[src/rtl/riscv_defines.sv]
// riscv_defines: shared string-operator encodings used by the stream engine and the str-op unit.
package riscv_defines;

    localparam int unsigned STR_OP_WIDTH = 2;

    localparam logic [STR_OP_WIDTH-1:0] STR_OP_NONE  = 2'd0;
    localparam logic [STR_OP_WIDTH-1:0] STR_OP_UPPER = 2'd1;
    localparam logic [STR_OP_WIDTH-1:0] STR_OP_LOWER = 2'd2;
    localparam logic [STR_OP_WIDTH-1:0] STR_OP_LEET  = 2'd3;

endpackage

[src/rtl/riscv_str_stream.sv]
// riscv_str_stream: word-at-a-time string engine; reads src, transforms via the str-op unit, writes dst until a zero byte or the word limit.
//   clk, rst_n                  clock, asynchronous active-low reset
//   start_i, operator_i         begin request and string operator (captured in IDLE)
//   src_addr_i, dst_addr_i      word-aligned byte addresses (low two bits dropped)
//   max_words_i                 word limit (0 completes immediately)
//   busy_o, done_o, count_o     engine active, completion pulse, words written
//   data_*                      single-outstanding memory port (req/gnt, then rvalid)
//   strop_*                     handshake with the external str-op unit
module riscv_str_stream
    import riscv_defines::*;
(
    input  logic                    clk,
    input  logic                    rst_n,
    input  logic                    start_i,
    input  logic [STR_OP_WIDTH-1:0] operator_i,
    input  logic [31:0]             src_addr_i,
    input  logic [31:0]             dst_addr_i,
    input  logic [7:0]              max_words_i,
    output logic                    busy_o,
    output logic                    done_o,
    output logic [7:0]              count_o,
    output logic                    data_req_o,
    output logic                    data_we_o,
    output logic [31:0]             data_addr_o,
    output logic [31:0]             data_wdata_o,
    output logic [3:0]              data_be_o,
    input  logic                    data_gnt_i,
    input  logic                    data_rvalid_i,
    input  logic [31:0]             data_rdata_i,
    output logic                    strop_enable_o,
    output logic [STR_OP_WIDTH-1:0] strop_operator_o,
    output logic [31:0]             strop_operand_o,
    input  logic [31:0]             strop_result_i,
    input  logic                    strop_ready_i
);

    typedef enum logic [2:0] {IDLE, RD_REQ, RD_WAIT, OP, WR_REQ, WR_WAIT, DONE} state_e;

    state_e                  state_q, state_d;
    logic [31:0]             src_q, dst_q, operand_q, result_q;
    logic [STR_OP_WIDTH-1:0] op_q;
    logic [7:0]              max_q, count_q;
    logic                    last_q, has_zero;

    assign has_zero = (data_rdata_i[7:0] == 8'd0) || (data_rdata_i[15:8] == 8'd0) ||
                      (data_rdata_i[23:16] == 8'd0) || (data_rdata_i[31:24] == 8'd0);

    always_comb begin
        state_d = state_q;
        case (state_q)
            IDLE:    if (start_i) state_d = (max_words_i == 8'd0) ? DONE : RD_REQ;
            RD_REQ:  if (data_gnt_i) state_d = RD_WAIT;
            RD_WAIT: if (data_rvalid_i) state_d = OP;
            OP:      if (strop_ready_i) state_d = WR_REQ;
            WR_REQ:  if (data_gnt_i) state_d = WR_WAIT;
            WR_WAIT: if (data_rvalid_i) state_d = last_q ? DONE : RD_REQ;
            default: state_d = IDLE;
        endcase
    end

    always_ff @(posedge clk or negedge rst_n) begin
        if (!rst_n) begin
            state_q   <= IDLE;
            src_q     <= '0;
            dst_q     <= '0;
            operand_q <= '0;
            result_q  <= '0;
            op_q      <= '0;
            max_q     <= '0;
            count_q   <= '0;
            last_q    <= 1'b0;
        end else begin
            state_q <= state_d;
            case (state_q)
                IDLE: if (start_i) begin
                    op_q    <= operator_i;
                    src_q   <= {src_addr_i[31:2], 2'b00};
                    dst_q   <= {dst_addr_i[31:2], 2'b00};
                    max_q   <= max_words_i;
                    count_q <= '0;
                    last_q  <= 1'b0;
                end
                // The final word is known at read time: a terminator byte or the limit being reached.
                RD_WAIT: if (data_rvalid_i) begin
                    operand_q <= data_rdata_i;
                    last_q    <= has_zero || (count_q + 8'd1 == max_q);
                end
                OP: if (strop_ready_i) result_q <= strop_result_i;
                WR_WAIT: if (data_rvalid_i) begin
                    count_q <= count_q + 8'd1;
                    src_q   <= src_q + 32'd4;
                    dst_q   <= dst_q + 32'd4;
                end
                default: ;
            endcase
        end
    end

    assign busy_o           = state_q != IDLE;
    assign done_o           = state_q == DONE;
    assign count_o          = count_q;
    assign data_req_o       = (state_q == RD_REQ) || (state_q == WR_REQ);
    assign data_we_o        = state_q == WR_REQ;
    assign data_addr_o      = (state_q == WR_REQ) ? dst_q : src_q;
    assign data_wdata_o     = result_q;
    assign data_be_o        = data_req_o ? 4'hF : 4'h0;
    assign strop_enable_o   = state_q == OP;
    assign strop_operator_o = op_q;
    assign strop_operand_o  = operand_q;

endmodule

[config.mk]
export PLATFORM = sky130hd
export DESIGN_NAME = riscv_str_stream
export DESIGN_NICKNAME = d
export VERILOG_FILES = /design/src/rtl/riscv_defines.sv /design/src/rtl/riscv_str_stream.sv
export SDC_FILE = /design/constraint.sdc
export NUM_CORES = 1
export LEC_CHECK = 0
export CORE_MARGIN = 1
export CORE_UTILIZATION = 47
export DETAILED_ROUTE_END_ITERATION = 12
export MAX_ROUTING_LAYER = met4
export PLACE_DENSITY = 0.81
export REMOVE_ABC_BUFFERS = 1
export SKIP_LAST_GASP = 1
export SYNTH_ARGS = -nofsm -noshare
export SYNTH_HDL_FRONTEND = slang
export SYNTH_SLANG_ARGS = --single-unit
[constraint.sdc]
create_clock -name clk -period 2.29 [get_ports clk]
set_clock_uncertainty 0.1 [all_clocks]
set_input_delay 0.458 -clock clk [delete_from_list [all_inputs] [get_ports clk]]
set_output_delay 0.458 -clock clk [all_outputs]
set_load 0.02 [all_outputs]
==> reports/metrics.yaml <==
outcome:
  run_status: "complete, but fails checks"
  failed_checks: "setup timing"
critical_path:
  path_class: "flop to output pin"
  worst_ep_required_time_ps: 1730
  reg2regPathDepth: 8
  critPathSlowestCell: "sky130_fd_sc_hd__dfrtp_1"
  critical_path.startpoint_type: "flop"
  critPathArrivalTime_ps: 1950
  setup.worst_path.end_class: "output pin"
  path_max_fanout: 12
  slack_of_the_worst_reg_to_reg_path_ps: 110
  critical-path-top-delay-family: "buffers and inverters"
  crit_path_cell_trace: "nor3b_4, buf_6, mux2_2, dlygate4sd2_1"
  critical_path_buf_inv_count: 2
  worst_r2r_startpoint: "state_q[0]$_DFFE_PN0P_"
  reg2reg_to: "src_q[19]$_DFFE_PN0P_"
  cp_slowest_stage_delay_ps: 400
  worstSetupStartpoint: "state_q[1]$_DFFE_PN0P_"
floorplanning:
  top_level_ports: 259
  dieArea_sq_um: 17510
  core_area_sq_um: 16580
  floorplan.die.height_um: 132.3
  placement_rows: 47
  die_width_um: 132.3
  initial_utilization: 0.4814
sta:
  hold_viol_final: 0
  min_period_over_period: 1.095
  slew_headroom: 0.6515
  grt_setup_unrepaired: "true"
  layout_min_cycle_time_ps: 2508
  max_slew.worst_pin.slew_ps: 522.7
  maxClockFrequency_ghz: 0.3987
  timing.final.max_slew_violations: 0
  fin_ws_ps: -218.4
  timing.final.setup_violations: 31
placed_design:
  post-place-cells: 1264
  detailedPlace.worstSlack_ps: -168.8
  detailedPlacementHpwl_um: 17440
  gp_congestion: 0.9079
  place.port_buffers: 252
logic_synthesis:
  async_reset_ff_frac: 1.000
  yosys_warnings: 0
  synth_edf_count: 0
  synth.area.mux_share: 0.1361
  synth-compound-area-share: 0.1663
  synth_top_area_frac: 0.4577
  synth_sequential_area_ratio: 0.4577
  netlist_instances: 808
  synthAdderAreaFrac: 0.004702
  syn-mean-instance-area_sq_um: 9.880
  post_synth_instance_area_sq_um: 7983
  post_synth_xor_area_fraction: 0.008777
  synth_flop_cell: "sky130_fd_sc_hd__dfrtp_1"
  post_synth_and_or_nand_nor_area_fraction: 0.1839
  post_synth_most_frequent_cells: "sky130_fd_sc_hd__dfrtp_1, sky130_fd_sc_hd__nand2_1, sky130_fd_sc_hd__mux2_2, sky130_fd_sc_hd__a21oi_1, sky130_fd_sc_hd__o21ai_0"
  synth.top_cells.by_area: "sky130_fd_sc_hd__dfrtp_1, sky130_fd_sc_hd__mux2_2, sky130_fd_sc_hd__nand2_1, sky130_fd_sc_hd__a21oi_1, sky130_fd_sc_hd__o21ai_0"
  ys_seq_elements: 146
  yosysMostFrequentCell: "sky130_fd_sc_hd__dfrtp_1"
  synth.lib_cells_used.distinct: 79
  largest_family_of_logic_cells_by_synthesized_area: "simple AND/OR/NAND/NOR gates"
  synth_top_cell_by_area: "sky130_fd_sc_hd__dfrtp_1"
power_and_ir_drop:
  switchingPower_mw: 6.509
  power.leakage_nw: 4.742
  power_per_cell_area_nw_per_um2: 1382
  largest_vdd_supply_drop_mv: 0.8514
  swShare: 0.4013
  pwr-share-clk: 0.186
  p_int_mw: 9.712
  power_frac_comb: 0.509
  reg_power_frac: 0.305
grt:
  global_route_layer_with_the_greatest_usage: "met2"
  groute.layer.met3.usage: 0.06421
  global_route.overflow_total: 0
  global_route.usage.met1: 0.3597
  grt_use_total: 0.2984
  first_pass_grt_wire_length_um: 39920
  grt_antenna_before_repair: 2
  via_count_of_the_first_global_routing_pass: 7635
  maximum_number_of_pins_on_one_net_before_global_route_repair: 100
  globalRouteMet2Util: 0.4845
finish:
  cell_count_final_fillers_out: 1306
  syn_to_final_growth_pct: 47.05
  layout.nets: 1218
  final_layout_size_suffix_gt1_frac: 0.2094
  nFillCells: 1240
route:
  dr.pass1.iters: 6
  routed_wl_um: 25570
  routedWlPerCell_um: 19.58
  detail-route-antenna-nets: 0
  route.detailed.vias_per_inst: 5.897
  via_count: 7702
  drt-initial-drc-count: 644
  drt_drc_violations_left: 0
job:
  cap_viol_max_count: 0
worst_hold_path:
  hold_depth: 2
  worstHoldStart: "strop_operator_o[0]$_DFFE_PN0P_"
  min-delay-path-class: "flop to flop"
  whs_endpoint: "strop_operator_o[0]$_DFFE_PN0P_"
cts:
  insertion_delay_ps: 420
  ctsLongestPathBuffers: 2
  cts_made_buffers: 17
  cts_max_level: 4
  cts_sink_count: 146
  root_buffer: "sky130_fd_sc_hd__clkbuf_16"
  clk_slew_on_worst_s_h_paths_ps: 60
  tritoncts: "yes"
==> tightest hold or removal path, stage by stage (launching register included) <==
cell and delay, ps:
sky130_fd_sc_hd__dfrtp_1 340, sky130_fd_sc_hd__nand2_1 50, sky130_fd_sc_hd__nand2_1 50
==> power groups by stage <==
| stage | Combinational [mW] | Clock (mW) | Sequential [mW] |
|---|---|---|---|
| after global routing | 8.82 | 3.15 | 5.12 |
| after detailed placement | 8.01 | 0 | 4.92 |
| after CTS | 7.82 | 3.06 | 4.90 |
| after floorplan | 3.72 | 0 | 5.50 |
| after global placement | 7.84 | 0 | 4.85 |
| final | 8.25 | 3.01 | 4.95 |
==> final cells by class <==
class | count | area [sq um] | area share
antenna | 2 | 5.005 | 0.0004263
multi-input combinational | 595 | 4083 | 0.3478
inverter | 8 | 30.03 | 0.002558
timing repair buffer | 303 | 3058 | 0.2605
clock inverter | 14 | 203.9 | 0.01737
tap | 220 | 275.3 | 0.02345
sequential | 146 | 3655 | 0.3113
clock buffer | 18 | 429.2 | 0.03656
==> layout by cell type (no fill, tap or decap), types with 6 or more instances in the layout <==
cell,synthesis,routed
sky130_fd_sc_hd__o22ai_1,16,16
sky130_fd_sc_hd__o21ai_0,48,47
sky130_fd_sc_hd__a21oi_1,70,70
sky130_fd_sc_hd__inv_1,8,8
sky130_fd_sc_hd__nand3_1,26,26
sky130_fd_sc_hd__buf_12,0,6
sky130_fd_sc_hd__o32ai_1,6,6
sky130_fd_sc_hd__o22a_1,10,10
sky130_fd_sc_hd__or3_1,8,8
sky130_fd_sc_hd__nor2_1,47,47
sky130_fd_sc_hd__nand2b_1,9,9
sky130_fd_sc_hd__dfrtp_1,146,145
sky130_fd_sc_hd__a31oi_1,9,9
sky130_fd_sc_hd__and3_1,9,9
sky130_fd_sc_hd__mux2_2,92,76
sky130_fd_sc_hd__clkdlybuf4s15_2,0,6
sky130_fd_sc_hd__nand4_1,13,13
sky130_fd_sc_hd__clkbuf_16,0,20
sky130_fd_sc_hd__buf_6,2,21
sky130_fd_sc_hd__dlygate4sd2_1,0,11
sky130_fd_sc_hd__and4_1,6,6
sky130_fd_sc_hd__buf_4,8,37
sky130_fd_sc_hd__clkdlybuf4s50_1,0,212
sky130_fd_sc_hd__nor3_1,14,14
sky130_fd_sc_hd__nand2_1,95,94
sky130_fd_sc_hd__mux2_4,0,16
sky130_fd_sc_hd__a211oi_1,9,9
sky130_fd_sc_hd__nor4_1,16,16
==> repair_timing <==
item	4_1_cts	5_1_grt
hold buffers	1	0
cloned	0	4
endpoints found under the setup margin	39	44
gates resized for setup	64	115
pin swaps	0	1
setup buffers	0	3
endpoints found under the hold margin	49	0
==> cells by family (layout without fill, tap and decap cells) <==
logic type | Yosys count | in the layout
AO/OA/AOI/OAI | 211 | 211
XOR/XNOR | 8 | 8
adder cells (fa/ha/maj) | 3 | 3
buffers and inverters | 68 | 343
flip-flops | 146 | 146
multiplexers | 97 | 97
other | 1 | 4
AND/OR/NAND/NOR | 274 | 274
==> per-layer routing <==
metal | share of wire | wire [um]
met5 | 0 | 0
met4 | 0.035 | 907
met3 | 0.078 | 1999
met2 | 0.50 | 12690
met1 | 0.39 | 9972
==> how the worst max path moves through the flow <==
stage	slack [ps]	to	cells after the start
after detailed placement	-170	src_q[29]$_DFFE_PN0P_	6
final	-220	data_addr_o[27]	4
after CTS	-280	data_addr_o[16]	4
after global placement	-110	src_q[29]$_DFFE_PN0P_	6
after global routing	-270	data_addr_o[25]	4
after floorplan	-1760	dst_q[31]$_DFFE_PN0P_	5
==> registers in the layout, summed over array words and instances, names as in the netlist <==
register,cells
data_wdata_o,32
strop_operand_o,32
dst_q,30
src_q,30
count_o,8
max_q,8
state_q,3
strop_operator_o,2
last_q,1
==> stage by stage <==
stage / hold slack, ps / area (sq um) / TNS, ps / util / power [mW]
6_report: 379.4 / 11740 / -4187 / 0.7079 / 16.22
3_3_place_gp: 351.3 / 10900 / -778.2 / 0.6571 / 12.69
2_1_floorplan: 62.41 / 7680 / -109760 / - / 9.222
3_5_place_dp: 354.6 / 10900 / -1693 / 0.6571 / 12.93
4_1_cts: 386.8 / 11510 / -7387 / 0.6943 / 15.78
5_1_grt: 413.8 / 11740 / -5906 / 0.7079 / 17.09
Note: power is estimated with default switching activity, not from simulation.
